## src/rtl/traffic_light_ctrl_multi.sv

```systemverilog
// Highway / multi-local-road traffic light controller.
// Moore FSM with one shared state counter, round-robin grant among local roads and registered lamps.
module traffic_light_ctrl_multi #(
  parameter int NUM_LR       = 2,
  parameter int HW_GREEN_MIN = 70,
  parameter int LR_GREEN_T   = 25,
  parameter int YELLOW_T     = 15,
  parameter int ALL_RED_T    = 1
) (
  input  logic                                          clk,
  input  logic                                          rst_n,
  input  logic [NUM_LR-1:0]                             lr_has_car,
  output logic [2:0]                                    hw_light,
  output logic [3*NUM_LR-1:0]                           lr_light,
  output logic [((NUM_LR > 1) ? $clog2(NUM_LR) : 1)-1:0] lr_sel
);

  localparam int SEL_W  = (NUM_LR > 1) ? $clog2(NUM_LR) : 1;
  localparam int MAX_AB = (HW_GREEN_MIN > LR_GREEN_T) ? HW_GREEN_MIN : LR_GREEN_T;
  localparam int MAX_CD = (YELLOW_T > ALL_RED_T) ? YELLOW_T : ALL_RED_T;
  localparam int MAX_T  = (MAX_AB > MAX_CD) ? MAX_AB : MAX_CD;
  localparam int CNT_W  = $clog2(MAX_T + 1);

  localparam logic [CNT_W-1:0] HW_MIN_LAST = CNT_W'(HW_GREEN_MIN - 1);
  localparam logic [CNT_W-1:0] LR_G_LAST   = CNT_W'(LR_GREEN_T - 1);
  localparam logic [CNT_W-1:0] YEL_LAST    = CNT_W'(YELLOW_T - 1);
  localparam logic [CNT_W-1:0] AR_LAST     = CNT_W'(ALL_RED_T - 1);

  localparam logic [2:0] GREEN  = 3'b100;
  localparam logic [2:0] YELLOW = 3'b010;
  localparam logic [2:0] RED    = 3'b001;

  typedef enum logic [2:0] {HW_G, HW_Y, AR1, LR_G, LR_Y, AR2} state_t;

  state_t              state, state_nxt;
  logic [CNT_W-1:0]    cnt, cnt_nxt;
  logic [SEL_W-1:0]    sel_nxt, rr_pick;
  logic [2:0]          hw_nxt;
  logic [3*NUM_LR-1:0] lr_nxt;
  logic                rr_found;
  logic [NUM_LR-1:0]   rr_rot;
  int unsigned         rr_idx;

  function automatic logic [3*NUM_LR-1:0] lr_lamps(input state_t s, input logic [SEL_W-1:0] sel);
    logic [3*NUM_LR-1:0] v;
    v = '0;
    for (int unsigned i = 0; i < NUM_LR; i++) begin
      v[3*i +: 3] = RED;
      if (32'(sel) == i) begin
        if (s == LR_G)      v[3*i +: 3] = GREEN;
        else if (s == LR_Y) v[3*i +: 3] = YELLOW;
      end
    end
    return v;
  endfunction

  // First requesting road scanning from lr_sel+1, wrapping back to lr_sel itself last.
  always_comb begin
    rr_pick  = lr_sel;
    rr_found = 1'b0;
    rr_rot   = '0;
    rr_idx   = 0;
    for (int unsigned k = 1; k <= NUM_LR; k++) begin
      rr_idx = (32'(lr_sel) + k) % NUM_LR;
      rr_rot = lr_has_car >> rr_idx;
      if (!rr_found && rr_rot[0]) begin
        rr_pick  = SEL_W'(rr_idx);
        rr_found = 1'b1;
      end
    end
  end

  always_comb begin
    state_nxt = state;
    cnt_nxt   = cnt + 1'b1;
    sel_nxt   = lr_sel;
    unique case (state)
      HW_G: if (cnt == HW_MIN_LAST) begin
        cnt_nxt = cnt;
        if (|lr_has_car) begin
          state_nxt = HW_Y;
          cnt_nxt   = '0;
          sel_nxt   = rr_pick;
        end
      end
      HW_Y: if (cnt == YEL_LAST)  begin state_nxt = AR1;  cnt_nxt = '0; end
      AR1:  if (cnt == AR_LAST)   begin state_nxt = LR_G; cnt_nxt = '0; end
      LR_G: if (cnt == LR_G_LAST) begin state_nxt = LR_Y; cnt_nxt = '0; end
      LR_Y: if (cnt == YEL_LAST)  begin state_nxt = AR2;  cnt_nxt = '0; end
      AR2:  if (cnt == AR_LAST)   begin state_nxt = HW_G; cnt_nxt = '0; end
      default: begin state_nxt = HW_G; cnt_nxt = '0; end
    endcase
  end

  // Lamps are decoded from the next state so the registered outputs track the state register.
  always_comb begin
    hw_nxt = RED;
    if (state_nxt == HW_G)      hw_nxt = GREEN;
    else if (state_nxt == HW_Y) hw_nxt = YELLOW;
    lr_nxt = lr_lamps(state_nxt, sel_nxt);
  end

  always_ff @(posedge clk or negedge rst_n) begin
    if (!rst_n) begin
      state    <= HW_G;
      cnt      <= '0;
      lr_sel   <= '0;
      hw_light <= GREEN;
      lr_light <= {NUM_LR{RED}};
    end else begin
      state    <= state_nxt;
      cnt      <= cnt_nxt;
      lr_sel   <= sel_nxt;
      hw_light <= hw_nxt;
      lr_light <= lr_nxt;
    end
  end

endmodule

```

## config.mk

```make
export PLATFORM = sky130hd
export DESIGN_NAME = traffic_light_ctrl_multi
export DESIGN_NICKNAME = d
export VERILOG_FILES = /design/src/rtl/traffic_light_ctrl_multi.sv
export SDC_FILE = /design/constraint.sdc
export NUM_CORES = 1
export LEC_CHECK = 0
export CORE_MARGIN = 8
export CORE_UTILIZATION = 40
export DETAILED_ROUTE_END_ITERATION = 10
export GPL_ROUTABILITY_DRIVEN = 0
export HOLD_SLACK_MARGIN = 0.03
export PLACE_DENSITY = 0.7
export SLEW_MARGIN = 10
export SYNTH_ARGS = -nofsm -noshare
export SYNTH_HDL_FRONTEND = slang
export SYNTH_SLANG_ARGS = --single-unit
```

## constraint.sdc

```tcl
create_clock -name clk -period 1.9 [get_ports clk]
set_input_delay 0.38 -clock clk [delete_from_list [all_inputs] [get_ports clk]]
set_output_delay 0.38 -clock clk [all_outputs]
set_load 0.01 [all_outputs]
```

== Word level (Yosys, flattened, before mapping) ==
Cells that the tools add are included.
Storage, ports and cells
  input bits: 4
  bits in registers: 20
  output and inout bits: 10
  word-level logic and storage cells: 56
Cells by class
  mux-type cells: 26
  equality and inequality tests: 12
  reduce and logical (&&, ||, !) cells: 8
  shift operators: 2
  $add $sub $neg: 3
Operator list (number)
  7-bit 2-to-1 mux: 5
  3-bit 2-to-1 mux: 11
  7-bit one-hot mux with 4 select lines: 1
  3-bit one-hot mux with 6 select lines: 1
  3-bit by 2-bit == test with 1-bit output, second input constant: 3
  3-bit == test, second input constant: 3
  7-bit by 1-bit adder with 7-bit output, second input constant: 1
  7-bit by 4-bit == test with 1-bit output, second input constant: 1
  7-bit by 5-bit == test with 1-bit output, second input constant: 1
  7-bit == test, second input constant: 1
  7-bit zero test: 1
  3-bit by 1-bit == test with 1-bit output, second input constant: 2
  3-bit zero test: 2
  1-bit 2-to-1 mux: 6
  2-bit OR reduction: 3
  2-bit 2-to-1 mux: 2
  2-bit by 1-bit right shift with 1-bit output: 2
  3-bit inequality test, second input constant: 1
  1-bit adder, second input constant: 2
  1-bit logical AND: 1
  1-bit zero test: 1

== Depth between registers and ports, before layout ==
  depth in word-level cells: 10
  depth in mapped cells: 8
  depth with buffers taken out: 8

== Worst setup path before layout ==
OpenSTA, ideal clock, no wires.
  kind: register to register
  start point: reg cnt[0]
  end point: reg cnt[1]
  data required time: 1.763 ns
  clock period less this slack: 1.749 ns
  cell stages (with the launch flop): 8
  setup slack: 0.151 ns
  arrival: 1.612 ns
  path through: dfrtp_1 -> inv_1 -> ha_1 -> nor4b_4 -> nand3_1 -> o211a_2 -> nor3_4 -> o22ai_1
On the way
  word-level cells in the longest chain between the ends: 3
  elaborated cells on any way between the ends: 11
  classes of those cells: add/sub: 1; eq/ne: 4; mux: 5; reduce/logical: 1
RTL lines
  start: declaration: RTL line 36  | logic [CNT_W-1:0] cnt, cnt_nxt;
  start signal: assignment: RTL line 112  | cnt <= cnt_nxt;
  7-bit by 1-bit adder with 7-bit output, or another cell as far along: RTL line 75  | cnt_nxt = cnt + 1'b1;
  7-bit 2-to-1 mux, on equally long branches
  7-bit one-hot mux with 4 select lines: RTL line 77  | unique case (state)
Parallel ways exist; a longest one is shown, timed or not.
A chain may end at the register's enable or synchronous reset.

== Final worst setup path ==
  start point: reg cnt[0]
  end point: reg hw_light[2]
On the way
  word-level cells in the longest chain between the ends: 5
  elaborated cells on any way between the ends: 13
  classes of those cells: eq/ne: 3; mux: 8; reduce/logical: 2
RTL lines
  7-bit by 4-bit == test with 1-bit output, or another cell as far along: RTL line 86, 89
  3-bit 2-to-1 mux, or another cell as far along: RTL line 89  | LR_Y: if (cnt == YEL_LAST) begin state_nxt = AR2; cnt_nxt = '0; end
  3-bit one-hot mux with 6 select lines *: RTL line 77
  3-bit zero test *: RTL line 98  | if (state_nxt == HW_G) hw_nxt = GREEN;
  3-bit 2-to-1 mux *: RTL line 98
  named net hw_nxt[2]: RTL line 38  | logic [2:0] hw_nxt;
  end signal: assignment: RTL line 114  | hw_light <= hw_nxt;
  end: declaration: RTL line 13  | output logic [2:0] hw_light,
The timed path passes the listed nets; every way through them passes the cells marked *.

==> impl_metrics.env <==
export IMPL_finalCritPeriodShare_pct=97.1
export IMPL_cts_made_buffers=3
export IMPL_antenna_left=0
export IMPL_core_mm2=0.00266
export IMPL_swShare_pct=20.3
export IMPL_synth_ff_type="dfrtp_1"
export IMPL_grt_pass1_wl_um=4010
export IMPL_yosys_warnings=0
export IMPL_clk_latency_ns=0.30
export IMPL_drtPass1Iterations=4
export IMPL_hold_viol=0
export IMPL_multi_input_area_um2=554
export IMPL_drv_slew=0
export IMPL_die_area_mm2=0.00465
export IMPL_synth_top_area_cell="dfrtp_1"
export IMPL_syn_mean_instance_area_um2=10.1
export IMPL_grt_setup_unrepaired="yes"
export IMPL_critical_path_peak_fanout=4
export IMPL_powerDensity_mw_per_mm2=505
export IMPL_holdWs_ns=0.401
export IMPL_grt_start_max_net_pins=21
export IMPL_ys_ff_latch=20
export IMPL_share_comb_of_total_power_pct=2.5
export IMPL_grt_total_usage_pct=11.0
export IMPL_timing_rr_start="cnt[0]$_DFFE_PN0P_"
export IMPL_crit_path_start="cnt[0]$_DFFE_PN0P_"
export IMPL_synthTopCellsByArea="dfrtp_1, dfstp_2, nor2_1"
export IMPL_vias=894
export IMPL_portBuffers=13
export IMPL_hold_class="in2async"
export IMPL_tritoncts="built"
export IMPL_tightest_slew_ns=0.431
export IMPL_die_h_um=68.2
export IMPL_fin_crit_ns=1.84
export IMPL_drc=0
export IMPL_critPathArrivalTime_ns=2.09
export IMPL_via_per_inst=5.48
export IMPL_antenna_found_initial=0
export IMPL_start_util_pct=40.9
export IMPL_max_vdd_ir_drop_uv=502
export IMPL_max_cap_violations=0
export IMPL_highest_layer="met4"
export IMPL_drt_met1_wl_um=1040
export IMPL_reg2reg_slack_ns=0.06
export IMPL_dieWidth_um=68.2
export IMPL_met3WireLength_um=178
export IMPL_pin_count=14
export IMPL_core_rowCount=19
export IMPL_criticalPathCategory="reg2reg"
export IMPL_r2r_end="hw_light[2]$_DFF_PN1_"
export IMPL_max_freq_ghz=0.542
export IMPL_drt_total_wl_um=2410
export IMPL_synth_fp_nets=116
export IMPL_layout_drive_gt1_share_pct=25.0
export IMPL_cts_sinks=20
export IMPL_fin_nets=141
export IMPL_syn_to_final_growth_pct=25.3
export IMPL_fillers=240
export IMPL_syn_inst=108
export IMPL_clock_path_buffers=2
export IMPL_syn_cell_area_mm2=0.00109
export IMPL_n_antenna_cell=0
export IMPL_p_sw_uw=140
export IMPL_root_buffer="clkbuf_4"
export IMPL_clkTransAtPathRegs_ns=0.12
export IMPL_synth_edf_count=0
export IMPL_worst_ep_required_time_ns=2.14
export IMPL_register_area_um2=504
export IMPL_fin_tns_setup_ns=0
export IMPL_startpoint_type="flop"
export IMPL_synth_top_area_share_pct=39.0
export IMPL_seqPwrFrac_pct=61.8
export IMPL_reg2reg_depth=8
export IMPL_p_leak_uw=0.000602
export IMPL_async_flop_share_pct=100
export IMPL_intPower_uw=550
export IMPL_wl_per_cell_um=14.8
export IMPL_dp_hpwl_um=1760
export IMPL_grt_pass1_vias=895
export IMPL_outcome="completed"
export IMPL_drtIter0Drc=29
export IMPL_power_share_clock_pct=35.8
export IMPL_clock_skew_ns=0.00636
export IMPL_ys_seq_area_share_pct=46.3
export IMPL_cp_end_kind="flop"
export IMPL_wl_met2_um=1170
export IMPL_cts_htree_levels=1
export IMPL_finalSetupViolations=0
export IMPL_grt_overflow=0
export IMPL_ys_types=39
export IMPL_relSlewSlack_pct=71.3
==> metal layers <==
layer / global-route usage (%) / vias up
met3: 3.60 / 4
met5: 0 / -
li1: - / 424
met1: 13.0 / 438
met2: 18.9 / 28
met4: 2.56 / 0
==> worst max-delay path by stage <==
stage | slack, ns | depth (start not counted) | end
after CTS | 0.007 | 6 | hw_light[2]$_DFF_PN1_
after detailed placement | -0.02 | 7 | cnt[1]$_DFFE_PN0P_
final | 0.06 | 8 | hw_light[2]$_DFF_PN1_
after global placement | 0.1 | 6 | hw_light[2]$_DFF_PN1_
after floorplan | 0.15 | 7 | cnt[1]$_DFFE_PN0P_
after global routing | -0.04 | 7 | cnt[1]$_DFFE_PN0P_
==> stage by stage <==
stage               setup WS (ns)  util (%)  instances  cell area [um2]  power, uW
floorplan                   0.151         -        108             1090        435
global placement           0.0959      47.7        153             1270        451
detailed placement        -0.0247      47.7        153             1270        452
CTS                       0.00718      49.1        157             1310        698
global route              -0.0427      51.3        163             1370        710
finish                     0.0560      51.3        163             1370        690
==> cells by family (layout without fill, tap and decap cells) <==
family	count (synthesis)	after routing	synth area share, %
AND/OR/NAND/NOR	49	49	27.0
AO/OA/AOI/OAI	20	20	13.1
flip-flops	20	20	46.3
buffers and inverters	9	33	4.02
adder cells (fa/ha/maj)	4	4	4.59
XOR/XNOR	4	4	3.22
multiplexers	2	2	1.84
==> layout by cell type (no fill, tap or decap), types with 2 or more instances in the layout <==
cell type and instances:
a211oi_1 2, a21oi_1 5, buf_4 11, clkbuf_4 3, clkdlybuf4s50_1 13, dfrtp_1 17
dfstp_2 3, ha_1 3, inv_1 2, inv_2 3, mux2i_1 2, nand2_1 8
nand2b_1 2, nand3_1 7, nor2_1 14, nor2b_1 3, nor3_1 4, nor3_2 2
o21ai_0 3, xnor2_1 3
==> power by group through the flow <==
stage / clock network (uW) / logic [uW] / registers [uW]
after floorplan: 0 / 0.771 / 434
after global placement: 0 / 17.4 / 434
after detailed placement: 0 / 18.0 / 434
after CTS: 254 / 17.9 / 426
after global routing: 264 / 20.1 / 426
final: 247 / 17.1 / 426
==> Yosys cell counts (all sizes together), types with 3 or more instances <==
| master | count |
|---|---|
| inv | 5 |
| nand3 | 7 |
| dfstp | 3 |
| nor2b | 3 |
| o21ai | 4 |
| ha | 4 |
| nor3 | 7 |
| nand2 | 8 |
| dfrtp | 17 |
| xnor2 | 3 |
| nor2 | 14 |
| buf | 3 |
| a21oi | 5 |
==> registers in the layout (all words and copies together) (netlist names) <==
| register | cells |
|---|---|
| state | 3 |
| lr_sel | 1 |
| hw_light | 3 |
| lr_light | 6 |
| cnt | 7 |
==> final cells by class <==
type                       count  share of cell area, %
clock buffer                   4                   2.66
timing repair buffer          24                   15.6
sequential                    20                   36.9
tap                           31                   2.84
multi-input combinational     79                   40.6
inverter                       5                   1.37
==> repair_timing <==
item | in CTS | in global routing
hold buffers | 0 | 0
buffers inserted | 0 | 6
endpoints found under the setup margin | 8 | 15
cloned | 0 | 0
gates resized for setup | 0 | 5
hold endpoints to repair | 0 | 0
pin swaps | 2 | 4
==> critical path, stage by stage, from the launching register on <==
cell and delay [ns]:
dfrtp_1 0.41, inv_2 0.08, ha_2 0.17, nor4b_4 0.24, buf_4 0.18, and3_4 0.19, a21o_1 0.12, o21a_1 0.19
o2111a_1 0.20
(Power assumes the default switching activity.)
==> RTL change 1 (same settings) <==
Set the parameter `YELLOW_T` to 17 (it was 15).
--- a/src/rtl/traffic_light_ctrl_multi.sv
+++ b/src/rtl/traffic_light_ctrl_multi.sv
@@ -6,3 +6,3 @@
   parameter int LR_GREEN_T   = 25,
-  parameter int YELLOW_T     = 15,
+  parameter int YELLOW_T     = 17,
   parameter int ALL_RED_T    = 1
Function: no difference found for any inputs over 10 cycles, from zero or initial values and one cycle with rst_n low; that may be too few to reach the edited logic, so the function may still have changed.
==> RTL change 1 against the original RTL <==
Synthesized cell count rose by 7.4%. Largest cell class unchanged. Routed wire length rose by 12%. Count of clock-buffer cells in the layout fell by 1. Maximum frequency fell by 5.4%. Critical path depth fell by 1. Total power rose by 17%. Clock power rose by 45%. Final area rose by 7.4%. The run now ends with negative setup slack left. First-iteration DRC count rose by 21%. Worst setup slack got worse by 100 ps. Synthesized area fell by 0.80%. Sequential cell count did not move.
==> RTL change 1: results (changes against the original RTL) <==
status: "complete, but fails checks"
violations: "negative setup slack"
grt_use_met1_pct: 13.3  # +0.33 points
drtIter0Drc: 35  # +21%
tightestPinTransition_ps: 337  # -94.1 ps
maxUsedRoutingLayer: "met4"
reg2reg_depth: 7  # -1
comb_power_w: 0.0000202  # +18%
drv_cap: 0  # unchanged
holdWs_ps: 373  # -28.5 ps
use_met2_pct: 23.3  # +4.5 points
num_vias: 932  # +4.3%
skew_ps: 8.86  # +2.51 ps
power_density_nw_per_um2: 549  # +8.7%
fillCellCount: 237  # -1.3%
critPathMaxFanout: 7  # +3
hpwl_mm: 1.82  # +2.9%
dr_wl_met2_mm: 1.41  # +21%
synth.distinct_cells: 43  # +10%
cp_top_family: "simple AND/OR/NAND/NOR gates"
p_clk_w: 0.000359  # +45%
antenna_found_initial: 0  # unchanged
yosys-top-cells-count: "dfrtp_1 (17), nand2_1 (13), nor2_1 (13)"
finalSetupTns_ps: -117  # -117 ps
final_hold_viol_count: 0  # unchanged
clock_path_buffers: 2  # unchanged
pre_cts_ws_ps: -101  # -76.3 ps
wl_mm: 2.70  # +12%
power_switching_w: 0.000158  # +13%
syn_nets: 123  # +6.0%
r2r-end: "lr_light[1]"
hold_class: "primary input to async pin"
finalNetCount: 150  # +6.4%
cp-startpoint: "cnt[1]"
slowest_delay_ps: 520  # +110 ps
setup_viol: 6  # +6
critPathSlowestCell: "or4b_4"
drive_gt1_share_pct: 30.3  # +5.3 points
root_buffer: "clkbuf_4"
p_leak_nw: 0.641  # +6.4%
ir_drop_v: 0.000492  # -2.0%
track_usage_pct: 12.7  # +1.8 points
top_power_group: "registers"
use_met3_pct: 4.09  # +0.49 points
route.met3.wl_um: 127  # -29%
grt_pass1_vias: 954  # +6.6%
largest_reg_flops: 7  # unchanged
drt-met1-wl_mm: 1.12  # +7.5%
ys_warn_count: 0  # unchanged
dr.pass1.iters: 4  # unchanged
clk_latency_ps: 320  # +20 ps
grt_pass1_wl_mm: 4.42  # +10%
setup_slack_ps: -48.2  # -104 ps
post_cts_buffers: 1  # +1
port_buffers: 13  # unchanged
ys_seq_area_share_pct: 46.6  # +0.37 points
post_cts_resized: 6  # +6
cts_made_buffers: 3  # unchanged
synth_area_leaders: "dfrtp_1 (39%), dfstp_2 (7.3%), nand2_1 (4.5%)"
## RTL change 1: cell count changes after synthesis, sizes merged, moves of 2 or more
cell	change
a21oi	+2
a31oi	+2
and3	-2
clkbuf	+3
inv	+3
mux2i	-2
nand2	+6
nand3	-3
nor2b	-3
nor3	-2
o21ai	+2
or3	+2
or4	+2
## RTL change 1: cell type report
type	instances	share of cell area [%]
inverter	8	2.05
multi-input combinational	81	40.3
sequential	20	34.4
clock inverter	1	2.05
clock buffer	3	1.54
timing repair buffer	29	17.1
tap	31	2.65
## RTL change 1: metrics by stage
stage / cells / cell area, µm²
floorplan: 116 / 1080
global placement: 166 / 1310
detailed placement: 166 / 1310
CTS: 171 / 1410
global route: 173 / 1470
finish: 173 / 1470
## RTL change 1: cells by family after synthesis
| group | share of synthesized area [%] |
|---|---|
| and+or+nand+nor | 24.3 |
| buffers and inverters | 6.71 |
| AOI/OAI and AO/OA | 16.4 |
| xor gates and xnor gates | 2.43 |
| adders and majority gates | 3.47 |
| DFF | 46.6 |
==> RTL change 2 (config.mk and constraints unchanged) <==
Made on the original files. Re-encode `state_t` (6 states) as one-hot, 6 bits wide.
--- a/src/rtl/traffic_light_ctrl_multi.sv
+++ b/src/rtl/traffic_light_ctrl_multi.sv
@@ -32,3 +32,3 @@
 
-  typedef enum logic [2:0] {HW_G, HW_Y, AR1, LR_G, LR_Y, AR2} state_t;
+  typedef enum logic [5:0] {HW_G = 6'b000001, HW_Y = 6'b000010, AR1 = 6'b000100, LR_G = 6'b001000, LR_Y = 6'b010000, AR2 = 6'b100000} state_t;
 
Behaviour: no difference found for any inputs over 10 cycles, from zero or initial values and one cycle with rst_n low; not proved beyond that.
==> RTL change 2 against the original RTL <==
Total power is 8.5% higher. Final cell count is 17% higher. Critical endpoint is now cnt[1]. Final area increased by 17%. Synthesized area increased by 25%. Worst setup slack improved by 55 ps. Critical path type unchanged. Sequential power up 15%. Routed wire length grew 22%. Global-route usage up 0.63 points. Sequential cell count is 3 higher.
==> RTL change 2: results (changes against the original RTL) <==
power_switching_w: 0.000172  # +23%
synth-xor-area-share_pct: 3.21  # about the same
r2r-start: "cnt[1]"
slowest_delay_ps: 510  # +100 ps
ir_drop_v: 0.000410  # -18%
path_clk_slew_ps: 140  # +20 ps
clk_latency_ps: 320  # +20 ps
regArea_um2: 581  # +15%
finalNetCount: 153  # +8.5%
hpwl_mm: 2.21  # +26%
use_met2_pct: 19.7  # +0.87 points
yosys-top-cells-count: "dfrtp_1 (19), nor2_1 (7), inv_1 (5), nand2_1 (5)"
drt-met1-wl_mm: 1.34  # +29%
use_met3_pct: 2.16  # -1.4 points
buf_share_pct: 11.0  # -4.6 points
tightestPinTransition_ps: 434  # +3.18 ps
multi_input_area_share_pct: 46.1  # +5.5 points
n_all_buffers: 19  # -21%
reg_top3: "cnt x7, lr_light x6, state x6"
synthAdderAreaFrac_pct: 3.67  # -0.92 points
ys_seq_area_share_pct: 42.6  # -3.7 points
r2r-end: "cnt[1]"
comb_power_w: 0.0000194  # +13%
grt_pass1_wl_mm: 5.07  # +27%
clk_share_pct: 1.73  # -0.93 points
seq_power_w: 0.000490  # +15%
grt_max_degree: 24  # +14%
post-route-period-util_pct: 94.2  # -2.9 points
pre_cts_ws_ps: 124  # +149 ps
status: "finished, final reports clean"
critPathSlowestCell: "a2111oi_2"
synth_area_leaders: "dfrtp_1 (35%), dfstp_2 (7.7%), ha_1 (3.7%)"
track_usage_pct: 11.6  # +0.63 points
grt_pass1_vias: 1067  # +19%
wire_per_inst_um: 15.5  # +4.8%
drive_gt1_share_pct: 23.6  # -1.4 points
arrival_ps: 2030  # -60 ps
p_leak_nw: 0.650  # +8.0%
RTL change 2: cell count changes in the layout (fill, tap and decap cells not counted), sizes merged, moves of 3 or more:
cell	before	now
buf	11	6
nand4	0	3
and2	0	3
a31o	1	4
xor2	1	4
nor2	14	8
nand3	7	4
nand2	8	5
a31oi	0	4
nor3	7	4
RTL change 2: logic make-up after synthesis:
group,Yosys count
XOR/XNOR,5
AND/OR/NAND/NOR,48
flip-flops,23
buffers and inverters,11
AO/OA/AOI/OAI,36
adder cells (fa/ha/maj),4
RTL change 2: through the flow:
step	power (W)	utilization, %	hold slack (ps)	std cells	area (µm²)
final	0.000748	48.1	396	190	1590
after detailed placement	0.000519	47.1	606	186	1560
after global routing	0.000780	48.1	426	190	1590
after global placement	0.000518	47.1	587	186	1560
after CTS	0.000759	48.0	405	190	1590
after floorplan	0.000500	-	84.4	127	1360
